--- src/rtl/uart_pkg.sv ---
// uart_pkg: shared state encoding, entry width, configuration field layout and reset bit time
// for the UART receive controller.
package uart_pkg;
    localparam int RX_ENTRY_W    = 11;
    localparam int CFG_W         = 22;
    localparam int CFG_K_W       = 19;
    localparam int CFG_K_LSB     = 3;
    localparam int CFG_EIGHT_BIT = 2;
    localparam int CFG_PEN_BIT   = 1;
    localparam int CFG_EVEN_BIT  = 0;
    localparam logic [CFG_K_W-1:0] RX_K_DEFAULT = 19'd10416;
    typedef enum logic [1:0] {ST_IDLE, ST_CAPTURE, ST_CLEAR, ST_WAIT} rx_state_e;
    function automatic logic [RX_ENTRY_W-1:0] rx_pack(input logic ovf, input logic ferr,
                                                      input logic perr, input logic [7:0] data);
        return {ovf, ferr, perr, data};
    endfunction
endpackage

--- src/rtl/uart_rx_fifo.sv ---
// uart_rx_fifo: show-ahead receive FIFO; pops while empty are ignored, and a push while full
// is accepted only when a pop frees the head slot in the same cycle.
module uart_rx_fifo import uart_pkg::*; #(
    parameter int DEPTH = 8
) (
    input  logic                  clk,
    input  logic                  rst_n,
    input  logic                  push,
    input  logic                  pop,
    input  logic [RX_ENTRY_W-1:0] wr_data,
    output logic [RX_ENTRY_W-1:0] rd_data,
    output logic [6:0]            count,
    output logic                  full,
    output logic                  empty
);
    localparam int AW = $clog2(DEPTH);
    logic [RX_ENTRY_W-1:0] mem_q [DEPTH];
    logic [AW-1:0]         wr_ptr_q;
    logic [AW-1:0]         rd_ptr_q;
    logic [6:0]            count_q;
    logic [6:0]            count_d;
    logic                  do_push;
    logic                  do_pop;
    assign empty   = count_q == '0;
    assign full    = count_q == 7'(DEPTH);
    assign do_pop  = pop & ~empty;
    assign do_push = push & (~full | do_pop);
    assign count_d = count_q + 7'(do_push) - 7'(do_pop);
    assign count   = count_q;
    assign rd_data = mem_q[rd_ptr_q];
    always_ff @(posedge clk) begin
        if (do_push) mem_q[wr_ptr_q] <= wr_data;
    end
    // Pointers wrap naturally because DEPTH is a power of two.
    always_ff @(posedge clk or negedge rst_n) begin
        if (!rst_n) begin
            wr_ptr_q <= '0;
            rd_ptr_q <= '0;
            count_q  <= '0;
        end else begin
            if (do_push) wr_ptr_q <= wr_ptr_q + AW'(1);
            if (do_pop) rd_ptr_q <= rd_ptr_q + AW'(1);
            count_q <= count_d;
        end
    end
endmodule

--- src/rtl/uart_rx_ctrl.sv ---
// uart_rx_ctrl: captures bytes from a UART receive engine into a FIFO, pulses the engine clear,
// holds engine configuration and raises irq. Define UART_RX_TIMEOUT_EN to add the idle timeout.
module uart_rx_ctrl import uart_pkg::*; #(
    parameter int                 DEPTH       = 8,
    parameter logic [CFG_K_W-1:0] K_DEFAULT   = RX_K_DEFAULT,
    parameter int                 TIMEOUT_CYC = 40000
) (
    input  logic                  clk,
    input  logic                  rst_n,
    input  logic [7:0]            eng_data,
    input  logic                  eng_rxrdy,
    input  logic                  eng_ferr,
    input  logic                  eng_perr,
    input  logic                  eng_ovf,
    output logic                  eng_clr,
    output logic [CFG_K_W-1:0]    cfg_k,
    output logic                  cfg_eight,
    output logic                  cfg_pen,
    output logic                  cfg_even,
    input  logic                  cfg_we,
    input  logic [CFG_W-1:0]      cfg_wdata,
    input  logic                  rd_en,
    output logic [RX_ENTRY_W-1:0] rd_data,
    output logic                  rd_valid,
    output logic [6:0]            fifo_count,
    output logic                  fifo_ovf,
    input  logic                  ovf_clr,
    output logic                  irq
);
    if (DEPTH < 2 || DEPTH > 64 || (DEPTH & (DEPTH - 1)) != 0 || TIMEOUT_CYC < 2) begin : g_param_chk
        $error("uart_rx_ctrl: unsupported DEPTH or TIMEOUT_CYC");
    end
    rx_state_e          state_q;
    logic               eng_clr_q;
    logic               fifo_ovf_q;
    logic               irq_q;
    logic [CFG_K_W-1:0] cfg_k_q;
    logic               cfg_eight_q;
    logic               cfg_pen_q;
    logic               cfg_even_q;
    logic               capture;
    logic               push;
    logic               pop;
    logic               drop;
    logic               full;
    logic               empty;
    logic               timeout_flag;
    assign capture = state_q == ST_CAPTURE;
    assign pop     = rd_en & ~empty;
    assign push    = capture & (~full | pop);
    assign drop    = capture & full & ~pop;
    assign rd_valid  = ~empty;
    assign eng_clr   = eng_clr_q;
    assign fifo_ovf  = fifo_ovf_q;
    assign irq       = irq_q;
    assign cfg_k     = cfg_k_q;
    assign cfg_eight = cfg_eight_q;
    assign cfg_pen   = cfg_pen_q;
    assign cfg_even  = cfg_even_q;
    uart_rx_fifo #(.DEPTH(DEPTH)) u_fifo (
        .clk     (clk),
        .rst_n   (rst_n),
        .push    (push),
        .pop     (pop),
        .wr_data (rx_pack(eng_ovf, eng_ferr, eng_perr, eng_data)),
        .rd_data (rd_data),
        .count   (fifo_count),
        .full    (full),
        .empty   (empty)
    );
    // eng_clr is registered so it is high exactly for the single CLEAR cycle.
    always_ff @(posedge clk or negedge rst_n) begin
        if (!rst_n) begin
            state_q   <= ST_IDLE;
            eng_clr_q <= 1'b0;
        end else begin
            state_q   <= state_q == ST_IDLE    ? (eng_rxrdy ? ST_CAPTURE : ST_IDLE) :
                         state_q == ST_CAPTURE ? ST_CLEAR :
                         state_q == ST_CLEAR   ? ST_WAIT :
                         (eng_rxrdy ? ST_WAIT : ST_IDLE);
            eng_clr_q <= state_q == ST_CAPTURE;
        end
    end
    always_ff @(posedge clk or negedge rst_n) begin
        if (!rst_n) begin
            cfg_k_q     <= K_DEFAULT;
            cfg_eight_q <= 1'b1;
            cfg_pen_q   <= 1'b0;
            cfg_even_q  <= 1'b0;
        end else if (cfg_we) begin
            cfg_k_q     <= cfg_wdata[CFG_K_LSB +: CFG_K_W];
            cfg_eight_q <= cfg_wdata[CFG_EIGHT_BIT];
            cfg_pen_q   <= cfg_wdata[CFG_PEN_BIT];
            cfg_even_q  <= cfg_wdata[CFG_EVEN_BIT];
        end
    end
    // A dropped byte wins over a same-cycle clear so no overflow is ever lost.
    always_ff @(posedge clk or negedge rst_n) begin
        if (!rst_n) begin
            fifo_ovf_q <= 1'b0;
            irq_q      <= 1'b0;
        end else begin
            fifo_ovf_q <= drop ? 1'b1 : ovf_clr ? 1'b0 : fifo_ovf_q;
            irq_q      <= (rd_valid & timeout_flag) | fifo_ovf_q | full;
        end
    end
`ifdef UART_RX_TIMEOUT_EN
    localparam int TW = $clog2(TIMEOUT_CYC);
    logic [TW-1:0] to_cnt_q;
    logic          to_flag_q;
    always_ff @(posedge clk or negedge rst_n) begin
        if (!rst_n) begin
            to_cnt_q  <= '0;
            to_flag_q <= 1'b0;
        end else if (push || pop || empty) begin
            to_cnt_q  <= '0;
            to_flag_q <= 1'b0;
        end else if (to_cnt_q == TW'(TIMEOUT_CYC - 1)) begin
            to_flag_q <= 1'b1;
        end else begin
            to_cnt_q <= to_cnt_q + TW'(1);
        end
    end
    assign timeout_flag = to_flag_q;
`else
    assign timeout_flag = 1'b0;
`endif
endmodule

--- config.mk ---
export PLATFORM = sky130hd
export DESIGN_NAME = uart_rx_ctrl
export DESIGN_NICKNAME = d
export VERILOG_FILES = /design/src/rtl/uart_pkg.sv /design/src/rtl/uart_rx_fifo.sv /design/src/rtl/uart_rx_ctrl.sv
export SDC_FILE = /design/constraint.sdc
export NUM_CORES = 1
export LEC_CHECK = 0
export CORE_MARGIN = 3
export CORE_UTILIZATION = 55
export DETAILED_ROUTE_END_ITERATION = 10
export HOLD_SLACK_MARGIN = 0.1
export PLACE_DENSITY = 0.91
export SYNTH_ARGS = -nofsm -noshare
export SYNTH_HDL_FRONTEND = slang
export SYNTH_SLANG_ARGS = --single-unit
--- constraint.sdc ---
create_clock -name clk -period 6.5 [get_ports clk]
set_input_delay 1.3 -clock clk [delete_from_list [all_inputs] [get_ports clk]]
set_output_delay 1.3 -clock clk [all_outputs]
set_load 0.03 [all_outputs]
Yosys cells after proc, flatten, opt, wreduce, memory -nomap -nowiden
Memory sizes are Yosys's and may differ from the RTL's.
Index checks and enable logic that the tools add are counted.

cells by class
  $add $sub $neg = 4
  eq/ne operators = 3
  muxes and demuxes = 9
  bitwise logic cells = 12
  reductions and logical operators = 3

operators by type and width
  operator                                                               count
  2-bit 2-to-1 mux                                                       4
  7-bit by 1-bit adder with 7-bit output                                 1
  7-bit by 4-bit equality test with 1-bit output, second input constant  1
  7-bit logical NOT                                                      1
  7-bit by 1-bit subtractor with 7-bit output                            1
  3-bit by 1-bit adder with 3-bit output, second input constant          2
  1-bit bitwise AND                                                      6
  1-bit 2-to-1 mux                                                       5
  1-bit NOT                                                              3
  1-bit OR                                                               3
  2-bit by 1-bit equality test with 1-bit output, second input constant  1
  2-bit equality test, second input constant                             1
  2-bit logical NOT                                                      1
  2-bit nonzero test                                                     1

storage, ports and cells
  flip-flop bits (word level) = 40
  RAM bits = 88
  input port bits = 39
  output and inout bits = 44
  word-level logic and storage cells = 43
  memories = 1

memories
  name          depth  bits a word  read ports  clocked after Yosys merged registers in  wr ports  RTL line            text
  u_fifo.mem_q  8      11           1           0                                        1         uart_rx_fifo.sv:17  logic [RX_ENTRY_W-1:0] mem_q [DEPTH];

Longest topological paths before layout
  word-level depth = 8
  depth in mapped cells = 13
  gate-level depth less buffers = 13

Modules after synthesis
From an unflattened synthesis, not the netlist that was laid out.

second synthesis, totals
  cells, all modules = 284
  area, all modules = 5292.6 µm²

by module, submodules not included
  module        times used  cells an instance  area an instance (µm²)  seq. area each (µm²)
  uart_rx_fifo  1           221                4261.6                  2967.8
  uart_rx_ctrl  1           63                 1031.0                  683.2

Worst setup path before layout
No wires, ideal clock.

  path type = input to register
  start = in rd_en
  end = reg u_fifo.count_q[6] (netlist: u_fifo.count[6])
  library setup time = 128 ps
  arrival time = 3093 ps
  data required time = 6372 ps
  slack = 3279 ps
  cell stages on the path = 10
  buffers on the path = 0
  cells stage by stage = a21boi_1 ha_1 inv_1 ha_1 inv_1 fa_1 nor2b_1 o311a_1 o32a_1 nand3_1

on the way
  cells in the longest elaborated chain, start to end = 6
  elaborated cells between the ends (all ways) = 8
  classes of those cells = add/sub: 2; bitwise: 6

ends and longest elaborated chain
  what                                                  RTL line                                text
  start: declaration                                    uart_rx_ctrl.sv:22                      input logic rd_en,
  1-bit bitwise AND (*)                                 uart_rx_ctrl.sv:49                      assign pop = rd_en & ~empty;
  1-bit OR / 1-bit bitwise AND (equally long branches)  uart_rx_ctrl.sv:50, uart_rx_fifo.sv:26
  1-bit bitwise AND / 1-bit OR (equally long branches)  uart_rx_ctrl.sv:50, uart_rx_fifo.sv:27
  1-bit bitwise AND                                     uart_rx_fifo.sv:27                      assign do_push = push & (~full | do_pop);
  7-bit by 1-bit adder with 7-bit output                uart_rx_fifo.sv:28                      assign count_d = count_q + 7'(do_push) - 7'(do_pop);
  7-bit by 1-bit subtractor with 7-bit output (*)       uart_rx_fifo.sv:28
  net u_fifo.count_d[6]                                 uart_rx_fifo.sv:21                      logic [6:0] count_d;
  end signal: assignment                                uart_rx_fifo.sv:43                      count_q <= count_d;
  end: declaration                                      uart_rx_fifo.sv:20                      logic [6:0] count_q;

The timed path passes the listed nets; every way through them passes the cells marked *.
A chain may end at the register's enable or synchronous reset.

Final worst setup path
  start = reg u_fifo.rd_ptr_q[0]
  end = out rd_data[1]

on the way
  cells in the longest elaborated chain, start to end = 1

ends and longest elaborated chain
  what                      RTL line            text
  start: declaration        uart_rx_fifo.sv:19  logic [AW-1:0] rd_ptr_q;
  start signal: assignment  uart_rx_fifo.sv:42  if (do_pop) rd_ptr_q <= rd_ptr_q + AW'(1);
  memory 8 x 11 bit         n/a
  end: declaration          uart_rx_ctrl.sv:23  output logic [RX_ENTRY_W-1:0] rd_data,

No other way between the ends.

==> flow_summary.json <==
{
  "placed_cell_area_mm2": 0.00621,
  "via_per_inst": 5.41,
  "powerDensity_mw_per_mm2": 460,
  "slew_headroom_pct": 18.9,
  "cts.sinks": 128,
  "drtPass1Iterations": 5,
  "worstSetupPathType": "flop to output port",
  "detail_route.wl_per_cell_um": 19.0,
  "ir_drop_mv": 0.274,
  "drc": 0,
  "synth_cell_types": 34,
  "syn_inst": 276,
  "first_iter_violations": 76,
  "syn-mean-instance-area_um2": 19.0,
  "critPathMaxStageDelay_ns": 1.15,
  "crit_path_end_kind": "output port",
  "cts_tree": "yes",
  "min_path_type": "flop to flop",
  "period_minus_slack_ns": 4.54,
  "ys_ff_latch": 128,
  "cts_buffers": 17,
  "dp_cells": 480,
  "vias": 2771,
  "drv_cap": 0,
  "gp_congestion": 0.800,
  "dieArea_mm2": 0.0107,
  "fin_area_mm2": 0.00678,
  "yosysSeqAreaShare_pct": 69.7,
  "ys_async_sr_fraction_pct": 31.3,
  "cts_setup_buffers": 0,
  "synth_area_mm2": 0.00524,
  "cts.path.max_buffers": 2,
  "hold_violations": 0,
  "crit_chain": "mux4_1 > mux2_2 > clkdlybuf4s50_1",
  "yosysMostFrequentCell": "edfxtp_1",
  "yosys.area.top_type": "edfxtp_1",
  "drtAntennaViolNets": 0,
  "finalWirelength_um": 9730,
  "stdcell_count": 512,
  "row_count": 34,
  "synth_edf_count": 88,
  "netlist.area_leader.share_pct": 50.4,
  "dp_hpwl_um": 6190,
  "overflow": 0,
  "clk_pin_slew_worst_paths_ns": 0.06,
  "setup_violations": 0,
  "grt_pass1_vias": 3076,
  "n_antenna_cell": 0,
  "syn-num-nets": 328,
  "cts.repair.resized": 0,
  "synth_area_leaders": "edfxtp_1 (50%), dfrtp_1 (16%), mux4_1 (11%)",
  "grt_max_degree": 41,
  "period_share_pct": 69.8,
  "critPathMaxFanout": 24,
  "worstSetupStartpointType": "flop",
  "drive_above_1_share_pct": 21.0,
  "start_util_pct": 58.4,
  "slew_violations": 0,
  "grt_pass1_wl_um": 15900,
  "grtUsageTotal_pct": 19.4,
  "rsz0062_at_grt": "false",
  "synth_flop_cell": "edfxtp_1",
  "crit_path_top_delay_cell": "dfrtp_1",
  "postLayoutCoreUtil_pct": 75.6,
  "cp.arrival_ns": 3.24,
  "status": "complete, no violations",
  "ios": 83,
  "clock_latency_ns": 0.51,
  "area_growth_pct": 29.4,
  "skew_ns": 0.00853,
  "nFillCells": 521,
  "synth_warnings": 0,
  "finalSetupTns_ns": 0,
  "tightestPinTransition_ns": 1.22,
  "p_leak_nw": 2.54,
  "synth_common_cells": "edfxtp_1 (88), mux2_2 (35), dfrtp_1 (34)",
  "fmax_ghz": 0.220,
  "cts_max_level": 4,
  "antenna_found_initial": 0,
  "clockRootBuffer": "clkbuf_8",
  "cp.required_ns": 5.20,
  "die_h_um": 104,
  "nNetsFinal": 425,
  "fp.dieW_um": 104,
  "core-area_mm2": 0.00898,
  "hold_buffers": 0,
  "io_buffers": 82
}
final timing paths:
check                                                from                              to  slack [ns]  cells past startpoint
max in group asynchronous                           rst_n  u_fifo.rd_ptr_q[1]$_DFFE_PN0P_        5.05                      1
min reg2reg                          fifo_ovf$_DFFE_PN0P_                   irq$_DFF_PN0_        0.48                      2
min                                  fifo_ovf$_DFFE_PN0P_                   irq$_DFF_PN0_        0.48                      2
min in group asynchronous                           rst_n       u_fifo.count[6]$_DFF_PN0_        0.90                      1
max reg2reg                     u_fifo.count[4]$_DFF_PN0_       u_fifo.count[6]$_DFF_PN0_        3.53                     13
max                        u_fifo.rd_ptr_q[0]$_DFFE_PN0P_                      rd_data[1]        1.96                      3
worst max-delay path: cells and delay by family (launching register included):
| family | cells | cell delay, ns |
|---|---|---|
| flip-flops | 1 | 1.15 |
| multiplexers | 2 | 0.97 |
| buffers and inverters | 1 | 0.60 |
sequential cells by signal (all words and copies together), names as in the netlist, 2 cells and up:
signal and count:
u_fifo.rd_ptr_q 3, u_fifo.count 7, u_fifo.mem_q 88, u_fifo.wr_ptr_q 3, state_q 2, cfg_k 19
cells by family after synthesis:
kind of cell	after synthesis	share of synthesized area [%]
flops	128	69.7
buf+inv	25	2.22
mux	57	18.5
simple gates	31	3.20
compound gates	14	1.84
xor+xnor	8	1.34
fa+ha+maj	13	3.25
power by group:
part           switching (mW)  total, mW  internal [mW]
logic                   0.520       1.04          0.522
registers               0.162       1.18           1.02
clock network           0.348      0.899          0.550
routing by layer:
| metal | vias to the layer above | routed length [µm] | track usage, % |
|---|---|---|---|
| met3 | 9 | 602 | 6.65 |
| met4 | 0 | 117 | 6.93 |
| met5 | - | 0 | 0 |
| li1 | 1278 | - | - |
| met2 | 79 | 5040 | 33.1 |
| met1 | 1405 | 3960 | 23.1 |
placed cells by master, fill, tap and decap left out, types with 5 or more instances in the layout:
cell,Yosys,layout
edfxtp_1,88,88
mux2_2,35,35
ha_1,12,12
dfrtp_1,34,34
nor2_1,5,5
inv_1,16,16
clkbuf_16,0,16
dfstp_2,6,6
xor2_1,5,5
nand2_1,9,9
mux4_1,21,21
clkinv_4,0,5
clkdlybuf4s50_1,0,81
nand2b_1,5,5
metrics by stage:
stage          power [mW]  hold slack [ns]  setup WS, ns
2_1_floorplan        1.87            0.458          3.28
3_3_place_gp         2.19            0.460          2.56
3_5_place_dp         2.23            0.466          2.47
4_1_cts              3.15            0.481          1.89
5_1_grt              3.28            0.509          1.83
6_report             3.12            0.476          1.96
cell type report:
cell class / count / area [µm²] / area share [%]
clock inverters: 14 / 158 / 2.32
inverters: 17 / 63.8 / 0.941
well taps: 126 / 158 / 2.32
repair buffers: 86 / 846 / 12.5
multi-input cells: 123 / 1490 / 21.9
flip-flops and latches: 128 / 3650 / 53.8
clock buffers: 18 / 418 / 6.16
Note: power is estimated with default switching activity, not from simulation.
